**src/rtl/voice_mixer.sv**
```systemverilog
// Per-voice gain, frame accumulation, then scale/saturate to one DAC sample per frame.
// Define MIXER_GAIN_EN to build the per-voice gain register file; otherwise every voice is unity.
module voice_mixer #(
  parameter int NUM_VOICES = 8,
  parameter int SHIFT      = 3,
  parameter int ACC_W      = 28
) (
  input  logic        i_clk,
  input  logic        i_reset,
  input  logic [15:0] i_sample,
  input  logic [7:0]  i_voice_index,
  input  logic [1:0]  i_pipeline_state,
  input  logic        i_gain_wr,
  input  logic [7:0]  i_gain_voice,
  input  logic [7:0]  i_gain,
  output logic [15:0] o_mix,
  output logic [15:0] o_dac,
  output logic        o_valid,
  output logic        o_clip
);
  localparam int         VIDX_W = (NUM_VOICES > 1) ? $clog2(NUM_VOICES) : 1;
  localparam logic [8:0] NV9    = 9'(NUM_VOICES);
  localparam logic [7:0] LAST   = 8'(NUM_VOICES - 1);

  logic               capture;
  logic signed [17:0] prod;

  assign capture = (i_pipeline_state == 2'd2) && ({1'b0, i_voice_index} < NV9);

`ifdef MIXER_GAIN_EN
  logic [7:0]         gain_q [NUM_VOICES];
  logic [7:0]         gain_d [NUM_VOICES];
  logic [7:0]         gain_rd;
  logic signed [24:0] prod_full;

  always_comb begin
    gain_d = gain_q;
    if (i_gain_wr && ({1'b0, i_gain_voice} < NV9))
      gain_d[i_gain_voice[VIDX_W-1:0]] = i_gain;
  end

  always_ff @(posedge i_clk or posedge i_reset) begin
    if (i_reset) begin
      for (int i = 0; i < NUM_VOICES; i++) gain_q[i] <= 8'd128;
    end else begin
      gain_q <= gain_d;
    end
  end

  // Reads the registered gain, so a write on the capture edge lands for the next frame.
  assign gain_rd   = gain_q[i_voice_index[VIDX_W-1:0]];
  assign prod_full = $signed({{9{i_sample[15]}}, i_sample}) * $signed({17'd0, gain_rd});
  assign prod      = 18'(prod_full >>> 7);
`else
  logic unused_gain;
  assign unused_gain = ^{i_gain_wr, i_gain_voice, i_gain};
  assign prod        = {{2{i_sample[15]}}, i_sample};
`endif

  logic                    s1_vld_q, s1_vld_d;
  logic signed [17:0]      s1_prod_q, s1_prod_d;
  logic [7:0]              s1_tag_q, s1_tag_d;
  logic signed [ACC_W-1:0] acc_q, acc_d;
  logic                    active_q, active_d;
  logic                    done_q, done_d;
  logic [15:0]             mix_q, mix_d;
  logic                    valid_q, valid_d;
  logic                    clip_q, clip_d;
  logic signed [ACC_W-1:0] scaled;
  logic                    sat_hi, sat_lo;

  assign scaled = acc_q >>> SHIFT;
  assign sat_hi = !scaled[ACC_W-1] && (|scaled[ACC_W-2:15]);
  assign sat_lo =  scaled[ACC_W-1] && !(&scaled[ACC_W-2:15]);

  always_comb begin
    s1_vld_d  = capture;
    s1_prod_d = s1_prod_q;
    s1_tag_d  = s1_tag_q;
    acc_d     = acc_q;
    active_d  = active_q;
    done_d    = 1'b0;
    mix_d     = mix_q;
    valid_d   = done_q;
    clip_d    = clip_q;

    if (capture) begin
      s1_prod_d = prod;
      s1_tag_d  = i_voice_index;
    end

    // Voice 0 always (re)starts a frame; others only count inside an active frame.
    if (s1_vld_q) begin
      if (s1_tag_q == 8'd0) begin
        acc_d    = ACC_W'(s1_prod_q);
        active_d = 1'b1;
      end else if (active_q) begin
        acc_d = acc_q + ACC_W'(s1_prod_q);
        if (s1_tag_q == LAST) begin
          done_d   = 1'b1;
          active_d = 1'b0;
        end
      end
    end

    if (done_q) begin
      if (sat_hi)      mix_d = 16'h7FFF;
      else if (sat_lo) mix_d = 16'h8000;
      else             mix_d = scaled[15:0];
      clip_d = clip_q | sat_hi | sat_lo;
    end
  end

  always_ff @(posedge i_clk or posedge i_reset) begin
    if (i_reset) begin
      s1_vld_q  <= 1'b0;
      s1_prod_q <= '0;
      s1_tag_q  <= '0;
      acc_q     <= '0;
      active_q  <= 1'b0;
      done_q    <= 1'b0;
      mix_q     <= '0;
      valid_q   <= 1'b0;
      clip_q    <= 1'b0;
    end else begin
      s1_vld_q  <= s1_vld_d;
      s1_prod_q <= s1_prod_d;
      s1_tag_q  <= s1_tag_d;
      acc_q     <= acc_d;
      active_q  <= active_d;
      done_q    <= done_d;
      mix_q     <= mix_d;
      valid_q   <= valid_d;
      clip_q    <= clip_d;
    end
  end

  assign o_mix   = mix_q;
  assign o_dac   = mix_q ^ 16'h8000;
  assign o_valid = valid_q;
  assign o_clip  = clip_q;
endmodule
```
**config.mk**
```make
export PLATFORM = sky130hd
export DESIGN_NAME = voice_mixer
export DESIGN_NICKNAME = d
export VERILOG_FILES = /design/src/rtl/voice_mixer.sv
export SDC_FILE = /design/constraint.sdc
export NUM_CORES = 1
export LEC_CHECK = 0
export ABC_AREA = 1
export BUFFER_PORTS_ARGS = -buffer_cell sky130_fd_sc_hd__buf_2
export CAP_MARGIN = 10
export CELL_PAD_IN_SITES_DETAIL_PLACEMENT = 1
export CELL_PAD_IN_SITES_GLOBAL_PLACEMENT = 1
export CORE_MARGIN = 2
export CORE_UTILIZATION = 37
export CTS_BUF_LIST = sky130_fd_sc_hd__clkbuf_16
export CTS_CLUSTER_DIAMETER = 50
export DETAILED_ROUTE_END_ITERATION = 16
export GPL_TIMING_DRIVEN = 0
export MAX_ROUTING_LAYER = met4
export PLACE_DENSITY = 0.79
export REMOVE_ABC_BUFFERS = 1
export SETUP_SLACK_MARGIN = 0.1
export SYNTH_ARGS = -nofsm -noshare
export SYNTH_HDL_FRONTEND = slang
export SYNTH_SLANG_ARGS = --single-unit
export TNS_END_PERCENT = 100
```
**constraint.sdc**
```tcl
create_clock -name i_clk -period 2 [get_ports i_clk]
set_input_delay 0.2 -clock i_clk [delete_from_list [all_inputs] [get_ports i_clk]]
set_output_delay 0.2 -clock i_clk [all_outputs]
set_load 0.01 [all_outputs]
```
After elaboration in Yosys (flattened, before gate mapping)
Index checks and enable logic that the tools add are counted.
{"block": "totals", "mem_bits_ro": 0, "word_cells": 37, "ff_bits": 73, "mem_count": 0, "out_inout_bits": 34, "inputBits": 45, "ramBits": 0, "latch_bits": 0}
{"block": "classes", "reduce_logical": 10, "shift": 0, "n_addsub": 1, "n_div": 0, "n_bitwise": 3, "magnitude_cmp": 1, "mul": 0, "n_eq_ne": 2, "mux": 11}
{"operator": "28-bit 2-to-1 mux", "n": 2}
{"operator": "16-bit 2-to-1 mux", "n": 2}
{"operator": "28-bit by 16-bit adder with 28-bit output", "n": 1}
{"operator": "10-bit AND reduction", "n": 1}
{"operator": "10-bit OR reduction", "n": 1}
{"operator": "8-bit by 3-bit equality test with 1-bit output (second input constant)", "n": 1}
{"operator": "8-bit zero test", "n": 1}
{"operator": "8-bit by 4-bit less-than comparator with 1-bit output (second input constant)", "n": 1}
{"operator": "1-bit 2-to-1 mux", "n": 7}
{"operator": "1-bit logical AND", "n": 3}
{"operator": "2-bit equality test (second input constant)", "n": 1}
{"operator": "1-bit zero test", "n": 2}
{"operator": "1-bit bitwise OR", "n": 2}
{"operator": "2-bit AND reduction", "n": 1}
{"operator": "2-bit nonzero test", "n": 1}
{"operator": "1-bit inverter", "n": 1}

Depth between registers and ports, before layout
Gate-level depths: netlist of run 1.
{"block": "depth", "depth_word": 5, "depth_mapped": 13, "depth_no_buf": 13}

Least setup slack after synthesis of run 1
OpenSTA, ideal clock, no wires.
{"block": "synth_timing", "path_type": "reg-to-reg", "start": "reg s1_prod_q[0]", "end": "reg acc_q[12]", "path_stages_with_launch": 14, "period_less_slack_ps": 1829, "setup_ps": 77, "setup_slack_ps": 171, "arrival_time_ps": 1752, "required_ps": 1923, "n_path_buf": 0, "path_cell_list": "dfrtp_1 -> ha_1 -> inv_1 -> fa_1 -> inv_1 -> nand3_1 -> nand3_2 -> nand2_1 -> nand2_1 -> nand2_1 -> nand2_1 -> xor2_1 -> nand2_1 -> a21oi_1"}
{"block": "synth_between", "elab_chain_len": 3}
{"item": "from (decl)", "line_no": "61", "text": "logic signed [17:0] s1_prod_q, s1_prod_d;"}
{"item": "from (signal assigned)", "line_no": "127", "text": "s1_prod_q <= s1_prod_d;"}
{"item": "28-bit by 16-bit adder with 28-bit output", "line_no": "98", "text": "acc_d = acc_q + ACC_W'(s1_prod_q);"}
{"item": "28-bit 2-to-1 mux", "line_no": "97", "text": "end else if (active_q) begin"}
{"item": "28-bit 2-to-1 mux", "line_no": "94", "text": "if (s1_tag_q == 8'd0) begin"}
{"item": "to (signal assigned)", "line_no": "119", "text": "acc_q <= '0;"}
{"item": "to (signal assigned)", "line_no": "129", "text": "acc_q <= acc_d;"}
{"item": "to (decl)", "line_no": "63", "text": "logic signed [ACC_W-1:0] acc_q, acc_d;"}
No other way between the ends. The select of a mux whose other input is x is not followed.
A chain may end at the register's enable or synchronous reset.

Worst setup path in the final report of run 1
{"block": "layout_timing", "start": "reg s1_prod_q[15] (netlist name)", "end": "reg acc_q[21]"}
{"block": "layout_between", "elab_chain_len": 3}
{"item": "28-bit by 16-bit adder with 28-bit output", "line_no": "98"}
{"item": "28-bit 2-to-1 mux", "line_no": "97"}
{"item": "28-bit 2-to-1 mux (*)", "line_no": "94"}
Every way passes the cells marked *; elsewhere a longest branch is shown, timed or not. The select of a mux whose other input is x is not followed.

==> results of run 1 <==
## metal layers
metal	wire length [um]	vias to the layer above	track usage, %
li1	-	2551	-
met1	7870	2729	29.06
met2	10230	136	42.49
met3	798	49	4.541
met4	607	0	7.184
met5	0	-	-
## placed cells by master (no fill, tap or decap), types with 7 or more instances in the layout
| master | instances |
|---|---|
| buf_4 | 41 |
| nor2_4 | 16 |
| a21oi_2 | 24 |
| clkbuf_16 | 9 |
| a21oi_1 | 23 |
| inv_2 | 14 |
| nand3b_1 | 9 |
| nand3_1 | 24 |
| nor2_2 | 14 |
| nand2_1 | 194 |
| xor2_1 | 7 |
| ha_4 | 22 |
| o22ai_1 | 15 |
| o21ai_0 | 7 |
| nand3_2 | 16 |
| dfrtp_1 | 67 |
| nand2_4 | 17 |
| inv_1 | 101 |
| nor2_1 | 60 |
| buf_2 | 61 |
| nand4_1 | 8 |
| nand2_2 | 46 |
## area by class of cell
class | instances | area (um2) | area share (%)
clock buffers | 9 | 225.2 | 3.142
clock inverters | 6 | 42.54 | 0.5936
repair buffers | 115 | 822.0 | 11.47
flip-flops and latches | 73 | 1837 | 25.63
well taps | 180 | 225.2 | 3.142
repair inverters | 1 | 7.507 | 0.1047
inverters | 120 | 462.9 | 6.460
multi-input cells | 537 | 3545 | 49.46
## cells by family after synthesis
| kind of cell | count (synthesis) | share of synthesized area (%) |
|---|---|---|
| AOI/OAI and AO/OA | 82 | 9.407 |
| xor gates and xnor gates | 10 | 1.702 |
| adders and majority gates | 28 | 6.952 |
| buffers and inverters | 151 | 12.74 |
| DFF | 73 | 35.49 |
| and+or+nand+nor | 417 | 33.71 |
## flip-flops by register name, indices dropped and copies added, names as in the netlist
register and flops:
acc_q 28, s1_vld_q 1, o_valid 1, s1_prod_q 16
active_q 1, o_mix 16, o_clip 1, done_q 1
s1_tag_q 8
## worst max-delay path: stages, from the launching register on
cell and delay [ns]:
dfrtp_4 0.57, buf_4 0.19, ha_4 0.33, nand2_4 0.08
nor2_4 0.15, nand2_1 0.10, nor2_1 0.16, nand2_1 0.13
nand4_1 0.13, nand3_2 0.11, a21oi_2 0.13
## per-stage QoR
step	utilization [%]	area [um2]
floorplan	-	4942
detailed placement	40.26	5524
global route	52.24	7167
global placement	39.89	5473
CTS	48.26	6621
finish	52.24	7167
## path summary, 6_finish.rpt
check,endpoint,start,depth (start not counted)
max,acc_q[21],s1_prod_q[15],10
min in group asynchronous,o_valid,i_reset,3
max in group asynchronous,s1_prod_q[2],i_reset,4
min,s1_tag_q[1],i_voice_index[1],3
min reg2reg,o_clip,o_clip,2
max reg2reg,acc_q[21],s1_prod_q[15],10
## power by group through the flow
stage               clock network [mW]  registers [mW]  logic, mW
floorplan                            0            1.62      0.327
global route                      1.62            1.64      0.841
global placement                     0            1.64      0.425
detailed placement                   0            1.64      0.445
CTS                               1.54            1.63      0.658
finish                            1.51            1.63      0.770
## what timing repair did
| action | CTS | global route |
|---|---|---|
| buffers inserted | 26 | 25 |
| setup endpoints to repair | 67 | 28 |
| hold endpoints to repair | 26 | 0 |
| hold buffers | 1 | 0 |
| cloned | 1 | 0 |
| pin swaps | 40 | 78 |
| resized for setup | 127 | 99 |
==> metrics.yaml, run 1 <==
run_status: "finished, violations left"
violations: "setup timing"
synth_most_common_cell: "nand2_1"
fin_cells: 1041
start_util_pct: 37.52
vias_per_cell: 5.250
drt_iter0_markers: 213
syn2layout_area_growth_pct: 39.23
period_share_pct: 108.0
die_area_um2: 14870
pre_cts_slack_ns: -0.6421
setup_viol: 7
startpoint_type: "flop"
power_density_nw_per_um2: 545.7
totalPowerFinal_mw: 3.911
cp.arrival_ns: 2.45
wl_per_cell_um: 18.73
fin_tns_setup_ns: -0.5469
synth-seq-cells: 73
whs_ns: 0.03613
grt_pass1_wl_mm: 27.20
slew_violations: 0
dr.pass1.iters: 4
routed_wl_mm: 19.50
cap_viol_max_count: 0
cp_max_fo: 8
die_x_um: 122.0
io_buffers: 61
clock_power_share_pct: 38.6
final.min_clock_period_ns: 2.159
ir_drop_mv: 0.4153
hold_path.class: "in2reg"
ios: 79
comb_power_share_pct: 19.7
synth.top_cell.area_share_pct: 35.49
num_antenna_cells: 0
synth_commonest_cells: "257 x nand2_1, 118 x inv_1, 81 x nor2_1, 73 x dfrtp_1, 42 x a21oi_1"
r2r_slack_ns: -0.16
fin_ws_ns: -0.1592
dp_hpwl_mm: 11.04
post-route-drc-count: 0
hold_viol_final: 0
vias: 5465
grtUsageTotal_pct: 24.54
fillCellCount: 1748
coreArea_um2: 13720
fmax_mhz: 463.1
grt-ovfl-total: 0
async_flop_share_pct: 100.0
antenna_found_initial: 0
setup.worst_path.end_class: "flop"
switchingPower_mw: 1.168
cts.path.max_buffers: 2
path_class: "reg2reg"
die_h_um: 122.0
htreeDepth: 3
clkSlewWorstSetupHoldPaths_ns: 0.06
synth_flop_cell: "dfrtp_1"
finClkSkew_ns: 0.01124
synth_area_leader_cell: "dfrtp_1"
rsz0062_at_grt: "true"
postRouteAntennaNets: 0
synth_area_leaders: "dfrtp_1 35%, nand2_1 19%, inv_1 8.6%, ha_1 6.6%, nor2_1 5.9%"
gp_congestion: 0.8609
yosys.cell_types.count: 37
p_int_mw: 2.743
cts_buffers: 9
cts_tree: "done"
maxSlewHeadroom_pct: 48.56
grt_pass1_vias: 5431
cts.root.buffer_cell: "clkbuf_16"
seq_area_frac_synth_pct: 35.49
rows: 43
p_seq_share_pct: 41.7
worstMarginPinSlew_ns: 0.7698
ys_warn_count: 0
nets: 930
layout-drive-gt1-share_pct: 37.63
synth_edf_count: 0
power_switching_share_pct: 29.87
leakagePower_nw: 3.774
place_inst: 973
clock_latency_ns: 0.36
cts_num_sinks: 73
grt_max_degree: 48
syn_area_per_cell_um2: 6.764
worstPathRequired_ns: 2.29
syn_inst: 761
synth_area_um2: 5147
Note: power is estimated with default switching activity, not from simulation.
==> run 2, diff against run 1 <==
Settings changed: ABC_AREA 1 to unset, CORE_UTILIZATION 37 to 38, HOLD_SLACK_MARGIN set to 0.1, PLACE_DENSITY 0.79 to 0.78.
==> run 2 against run 1 <==
Effect of this change: the flow still finishes with violations (setup timing); combinational power increased by 97%; setup slack got worse by 0.57 ns; clock skew increased by 0.0013 ns; routed wire length decreased by 5.9%; utilization increased by 4.2 points; sequential power increased by 5%; register-to-register slack got worse by 0.57 ns; design area decreased by 10%; sequential share of layout area increased by 2.9 points; count of clock-buffer cells in the layout unchanged; critical endpoint is now acc_q[20]; largest power group unchanged.
==> metrics.yaml, run 2 <==
worstMarginPinSlew_ns: 1.165  # +0.3956 ns
layout-drive-gt1-share_pct: 38.70  # +1.1 points
nets: 702  # -25%
violations: "setup timing"
grt_pass1_vias: 4677  # -14%
cp.arrival_ns: 2.99  # +0.54 ns
dp_hpwl_mm: 8.080  # -27%
grtUsageTotal_pct: 24.80  # +0.26 points
totalPowerFinal_mw: 4.869  # +24%
synth.top_cell.area_share_pct: 40.98  # +5.5 points
largest_reg_flops: 28  # unchanged
grt_pass1_wl_mm: 24.09  # -11%
startpoint_type: "flop"
dr.pass1.iters: 5  # +1
syn2layout_area_growth_pct: 44.57
syn_area_per_cell_um2: 8.724  # +29%
power_density_nw_per_um2: 755.5  # +38%
cts.path.max_buffers: 2  # unchanged
cts.root.buffer_cell: "clkbuf_16"
pre_cts_slack_ns: -1.286  # -0.6440 ns
wl_per_cell_um: 23.65  # +26%
run_status: "finished, violations left"
ys_warn_count: 0  # unchanged
cap_viol_max_count: 0  # unchanged
reg2reg_depth: 13  # +3
hold_path.class: "in2async"
cts_buffers: 9  # unchanged
htreeDepth: 3  # unchanged
rsz0062_at_grt: "true"
grt_max_degree: 52  # +8.3%
vias: 4671  # -15%
route.met3.wl_um: 996  # +25%
maxSlewHeadroom_pct: 22.30  # -26 points
yosys.cell_types.count: 53  # +43%
route.met2.wl_mm: 9.131  # -11%
setup_viol: 23  # +16
clkSlewWorstSetupHoldPaths_ns: 0.06  # about the same
syn_inst: 511  # -33%
io_buffers: 61  # unchanged
clock_latency_ns: 0.36  # about the same
hold_viol_final: 0  # unchanged
rows: 39  # -9.3%
grt-ovfl-total: 0  # unchanged
setup.worst_path.end_class: "flop"
synth_area_leader_cell: "dfrtp_1"
die_x_um: 112.3  # -7.9%
post-route-drc-count: 0  # unchanged
postRouteAntennaNets: 0  # unchanged
async_flop_share_pct: 100.0  # unchanged
cts_num_sinks: 73  # unchanged
ios: 79  # unchanged
period_share_pct: 136.2  # +28 points
ir_drop_mv: 0.4616  # +11%
die_h_um: 112.3  # -7.9%
path_class: "reg2reg"
drt_iter0_markers: 315  # +48%
seq_area_frac_synth_pct: 40.98  # +5.5 points
coreArea_um2: 11420  # -17%
synth_area_um2: 4458  # -13%
fin_ws_ns: -0.7249  # -0.5657 ns
synth_commonest_cells: "98 x nand2_1, 73 x dfrtp_1, 50 x o21ai_0, 40 x a21oi_1, 30 x inv_1"
antenna_found_initial: 0  # unchanged
final.min_clock_period_ns: 2.725  # +0.5657 ns
worstPathRequired_ns: 2.27  # -0.02 ns
routed_wl_mm: 18.35  # -5.9%
final_common_cell: "nand2_1"
mostFrequentLayoutCells: "94 x nand2_1, 68 x dfrtp_1, 61 x buf_2, 41 x buf_4"
fin_util_pct: 56.44  # +4.2 points
die_area_um2: 12610  # -15%
fmax_mhz: 367.0  # -21%
leakagePower_nw: 3.003  # -20%
slew_violations: 0  # unchanged
wl_met1_mm: 6.936  # -12%
synth_flop_cell: "dfrtp_1"
gp_congestion: 0.8587  # -0.26%
regMostFlops: "acc_q"
vias_per_cell: 6.019  # +15%
synth_edf_count: 0  # unchanged
start_util_pct: 39.04  # +1.5 points
synth-seq-cells: 73  # unchanged
top_layer_used: "met4"
cts_tree: "done"
synth_area_leaders: "dfrtp_1 41%, nand2_1 8.3%, ha_1 7.6%, o21ai_0 5.6%, a21oi_1 4.5%"
cp_max_fo: 3  # -5
num_antenna_cells: 0  # unchanged
finClkSkew_ns: 0.01253  # +0.001293 ns
synth_most_common_cell: "nand2_1"
-- run 2: power by group --
part	switching [mW]	internal, mW	total, mW
logic	0.870	0.646	1.52
clock network	0.689	0.952	1.64
registers	0.138	1.57	1.71
-- run 2: path summary, 6_finish.rpt --
check                         start             to  slack [ns]
max                        acc_q[0]      acc_q[20]       -0.72
min                         i_reset         o_clip        0.37
max reg2reg                acc_q[0]      acc_q[20]       -0.72
min reg2reg                  o_clip         o_clip        0.47
max in group asynchronous   i_reset  s1_prod_q[15]        1.04
min in group i_clk           o_clip         o_clip        0.47
-- run 2: final cells by class --
cell class	instances	area, um2
Tap cell	143	178.9
Timing Repair Buffer	141	1070
Clock buffer	9	225.2
Clock inverter	6	60.06
Multi-Input combinational cell	374	2957
Sequential cell	73	1836
Fill cell	1283	4974
Inverter	30	118.9
-- run 2: cell families after synthesis --
family / Yosys count / synth area share (%)
fa+ha+maj: 28 / 8.027
mux: 2 / 0.4491
simple gates: 162 / 15.63
xor+xnor: 21 / 4.126
buf+inv: 66 / 7.606
compound gates: 159 / 23.18
flops: 73 / 40.98
-- run 2: critical path: stages (launching register included) --
cell	delay, ns
dfrtp_1	0.35
ha_2	0.21
inv_2	0.05
fa_2	0.36
inv_2	0.08
a21o_4	0.14
a211oi_4	0.07
a211o_1	0.37
o21ai_4	0.24
buf_6	0.16
a31oi_4	0.09
xnor2_1	0.24
a21oi_1	0.12
o21ai_1	0.17
-- run 2: per-stage QoR --
step	instance area [um2]	TNS [ns]	std cells	hold slack, ns
after floorplan	4232	-23.76	475	0.3054
final	6445	-12.13	776	0.3665
after global routing	6445	-13.90	776	0.4109
after global placement	4716	-136.89	679	0.3894
after detailed placement	4796	-41.90	682	0.1915
after CTS	5869	-8.131	754	0.3893
-- run 2: per-layer routing --
metal	up-vias	GRT usage [%]
met5	-	-
met4	0	15.61
met3	125	4.050
met2	263	42.17
met1	2279	27.03
li1	2004	-
-- run 2: timing repair --
| action | 4_1_cts | 5_1_grt |
|---|---|---|
| setup buffers | 36 | 25 |
| endpoints found under the hold margin | 41 | 0 |
| cloned | 1 | 1 |
| pin swaps | 33 | 54 |
| resized for setup | 70 | 88 |
| hold buffers | 20 | 0 |
| endpoints found under the setup margin | 51 | 40 |
==> run 3, diff against run 2 <==
Settings changed: CELL_PAD_IN_SITES_DETAIL_PLACEMENT 1 to unset, CELL_PAD_IN_SITES_GLOBAL_PLACEMENT 1 to unset, CORE_UTILIZATION 38 to 51, PLACE_DENSITY 0.78 to 0.79.
==> run 3 against run 2 <==
Effect of this change: the run still ends with setup timing left; critical endpoint unchanged; power decreased by 5.8%; sequential share of layout area increased by 0.44 points; flip-flop and latch count unchanged; highest routed layer unchanged.
==> metrics.yaml, run 3 (same netlist as run 2, synthesis figures left out) <==
power_density_nw_per_um2: 724.3  # -4.1%
final_common_cell: "nand2_1"
start_util_pct: 51.88  # +13 points
grt_pass1_wl_mm: 21.52  # -11%
die_h_um: 97.50  # -13%
fin_cells: 740  # -4.6%
fmax_mhz: 374.8  # +2.1%
io_buffers: 61  # unchanged
clock_latency_ns: 0.34  # -0.02 ns
slew_violations: 0  # unchanged
rows: 34  # -13%
syn2layout_area_growth_pct: 42.10
crit_start: "s1_prod_q[1]"
cts_tree: "done"
vias_per_cell: 6.382  # +6.0%
wl_per_cell_um: 20.49  # -13%
startpoint_type: "flop"
die_x_um: 97.50  # -13%
htreeDepth: 3  # unchanged
drt_iter0_markers: 504  # +60%
grt_max_degree: 74  # +42%
cts_buffers: 9  # unchanged
regMostFlops: "acc_q"
setup_viol: 24  # +4.3%
die_area_um2: 9505  # -25%
cp.arrival_ns: 2.86  # -0.13 ns
setup.worst_path.end_class: "flop"
largest_reg_flops: 28  # unchanged
rsz0062_at_grt: "true"
violations: "setup timing"
dp_hpwl_mm: 6.741  # -17%
ios: 79  # unchanged
leakagePower_nw: 2.993  # -0.34%
grtUsageTotal_pct: 28.98  # +4.2 points
timing.rr.start: "s1_prod_q[1]"
grt_pass1_vias: 4444  # -5.0%
cts.root.buffer_cell: "clkbuf_16"
nets: 700  # -0.28%
maxSlewHeadroom_pct: 28.90  # +6.6 points
r2r_slack_ns: -0.67  # +0.06 ns
final.min_clock_period_ns: 2.668  # -0.05697 ns
run_status: "finished, violations left"
place_inst: 646  # -5.3%
num_antenna_cells: 0  # unchanged
worstMarginPinSlew_ns: 1.067  # -0.09890 ns
grt-ovfl-total: 0  # unchanged
period_share_pct: 133.4  # -2.8 points
hold_path.class: "in2async"
pre_cts_slack_ns: -1.163  # +0.1228 ns
place_area_um2: 4732  # -1.3%
fin_ws_ns: -0.6680  # +0.05697 ns
antenna_found_initial: 0  # unchanged
cts.path.max_buffers: 2  # unchanged
ir_drop_mv: 0.4515  # -2.2%
gp_congestion: 0.8643  # +0.65%
dr.pass1.iters: 5  # unchanged
mostFrequentLayoutCells: "93 x nand2_1, 71 x dfrtp_1, 61 x buf_2, 39 x buf_4"
clkSlewWorstSetupHoldPaths_ns: 0.06  # about the same
coreArea_um2: 8593  # -25%
path_class: "reg2reg"
finClkSkew_ns: 0.01136  # -0.001171 ns
cp_max_fo: 3  # unchanged
post-route-drc-count: 0  # unchanged
cap_viol_max_count: 0  # unchanged
cts_num_sinks: 73  # unchanged
vias: 4723  # +1.1%
whs_ns: 0.05366  # -0.3128 ns
fin_tns_setup_ns: -10.05  # +2.082 ns
postRouteAntennaNets: 0  # unchanged
worstPathRequired_ns: 2.20  # -0.07 ns
routed_wl_mm: 15.16  # -17%
final_area_um2: 6335  # -1.7%
hold_viol_final: 0  # unchanged
layout-drive-gt1-share_pct: 37.03  # -1.7 points
-- run 3: cell types whose count changed in the layout (fill, tap and decap cells not counted), moves of 3 or more --
| cell | change |
|---|---|
| buf_16 | +3 |
| buf_6 | -3 |
| dfrtp_1 | +3 |
| o21ai_2 | +3 |
| dfrtp_2 | -3 |
-- run 3: repair_timing --
item                                   CTS  global route
gates resized for setup                 79            59
setup endpoints to repair               48            44
hold buffers                            19             0
pin swaps                               48            52
endpoints found under the hold margin   19             0
cloned                                   6             1
setup buffers                           38            18
-- run 3: routing by layer --
layer  part of all wire (%)  wire length (um)  global-route usage, %
met3                    9.1              1382                  4.820
met1                     36              5469                  33.80
met4                    6.6              1005                  16.45
met2                     48              7302                  47.53
met5                      0                 0                      -
-- run 3: power breakdown --
| group | switching [mW] | internal [mW] | leakage (nW) |
|---|---|---|---|
| Combinational | 0.776 | 0.570 | 1.87 |
| Clock | 0.690 | 0.848 | 0.130 |
| Sequential | 0.131 | 1.57 | 0.991 |
-- run 3: final cells by class --
type / count / area [um2]
Sequential cell: 73 / 1832
Tap cell: 108 / 135.1
Multi-Input combinational cell: 375 / 2877
Clock inverter: 7 / 53.80
Clock buffer: 9 / 225.2
Inverter: 30 / 118.9
Timing Repair Buffer: 138 / 1094
Fill cell: 542 / 2258
-- run 3: path summary, 6_finish.rpt --
path	endpoint	cells after the start
min in group i_clk	o_clip	1
max	acc_q[20]	12
max reg2reg	acc_q[20]	12
min	o_mix[13]	2
max in group asynchronous	s1_prod_q[15]	2
min reg2reg	o_clip	1
-- run 3: per-stage QoR --
stage / utilization [%] / total power [mW]
global placement: 54.37 / 2.435
global route: 73.72 / 4.755
detailed placement: 55.07 / 2.492
CTS: 68.99 / 4.311
floorplan: - / 2.266
finish: 73.72 / 4.588
-- run 3: worst max-delay path, cell delays in order (launching register included) --
cell,delay [ns]
dfrtp_1,0.45
inv_1,0.12
fa_2,0.40
inv_2,0.06
a21o_1,0.19
a211oi_4,0.09
a211o_1,0.33
o21ai_4,0.26
buf_6,0.15
a31oi_4,0.09
xnor2_1,0.14
a21oi_1,0.15
o21ai_1,0.09
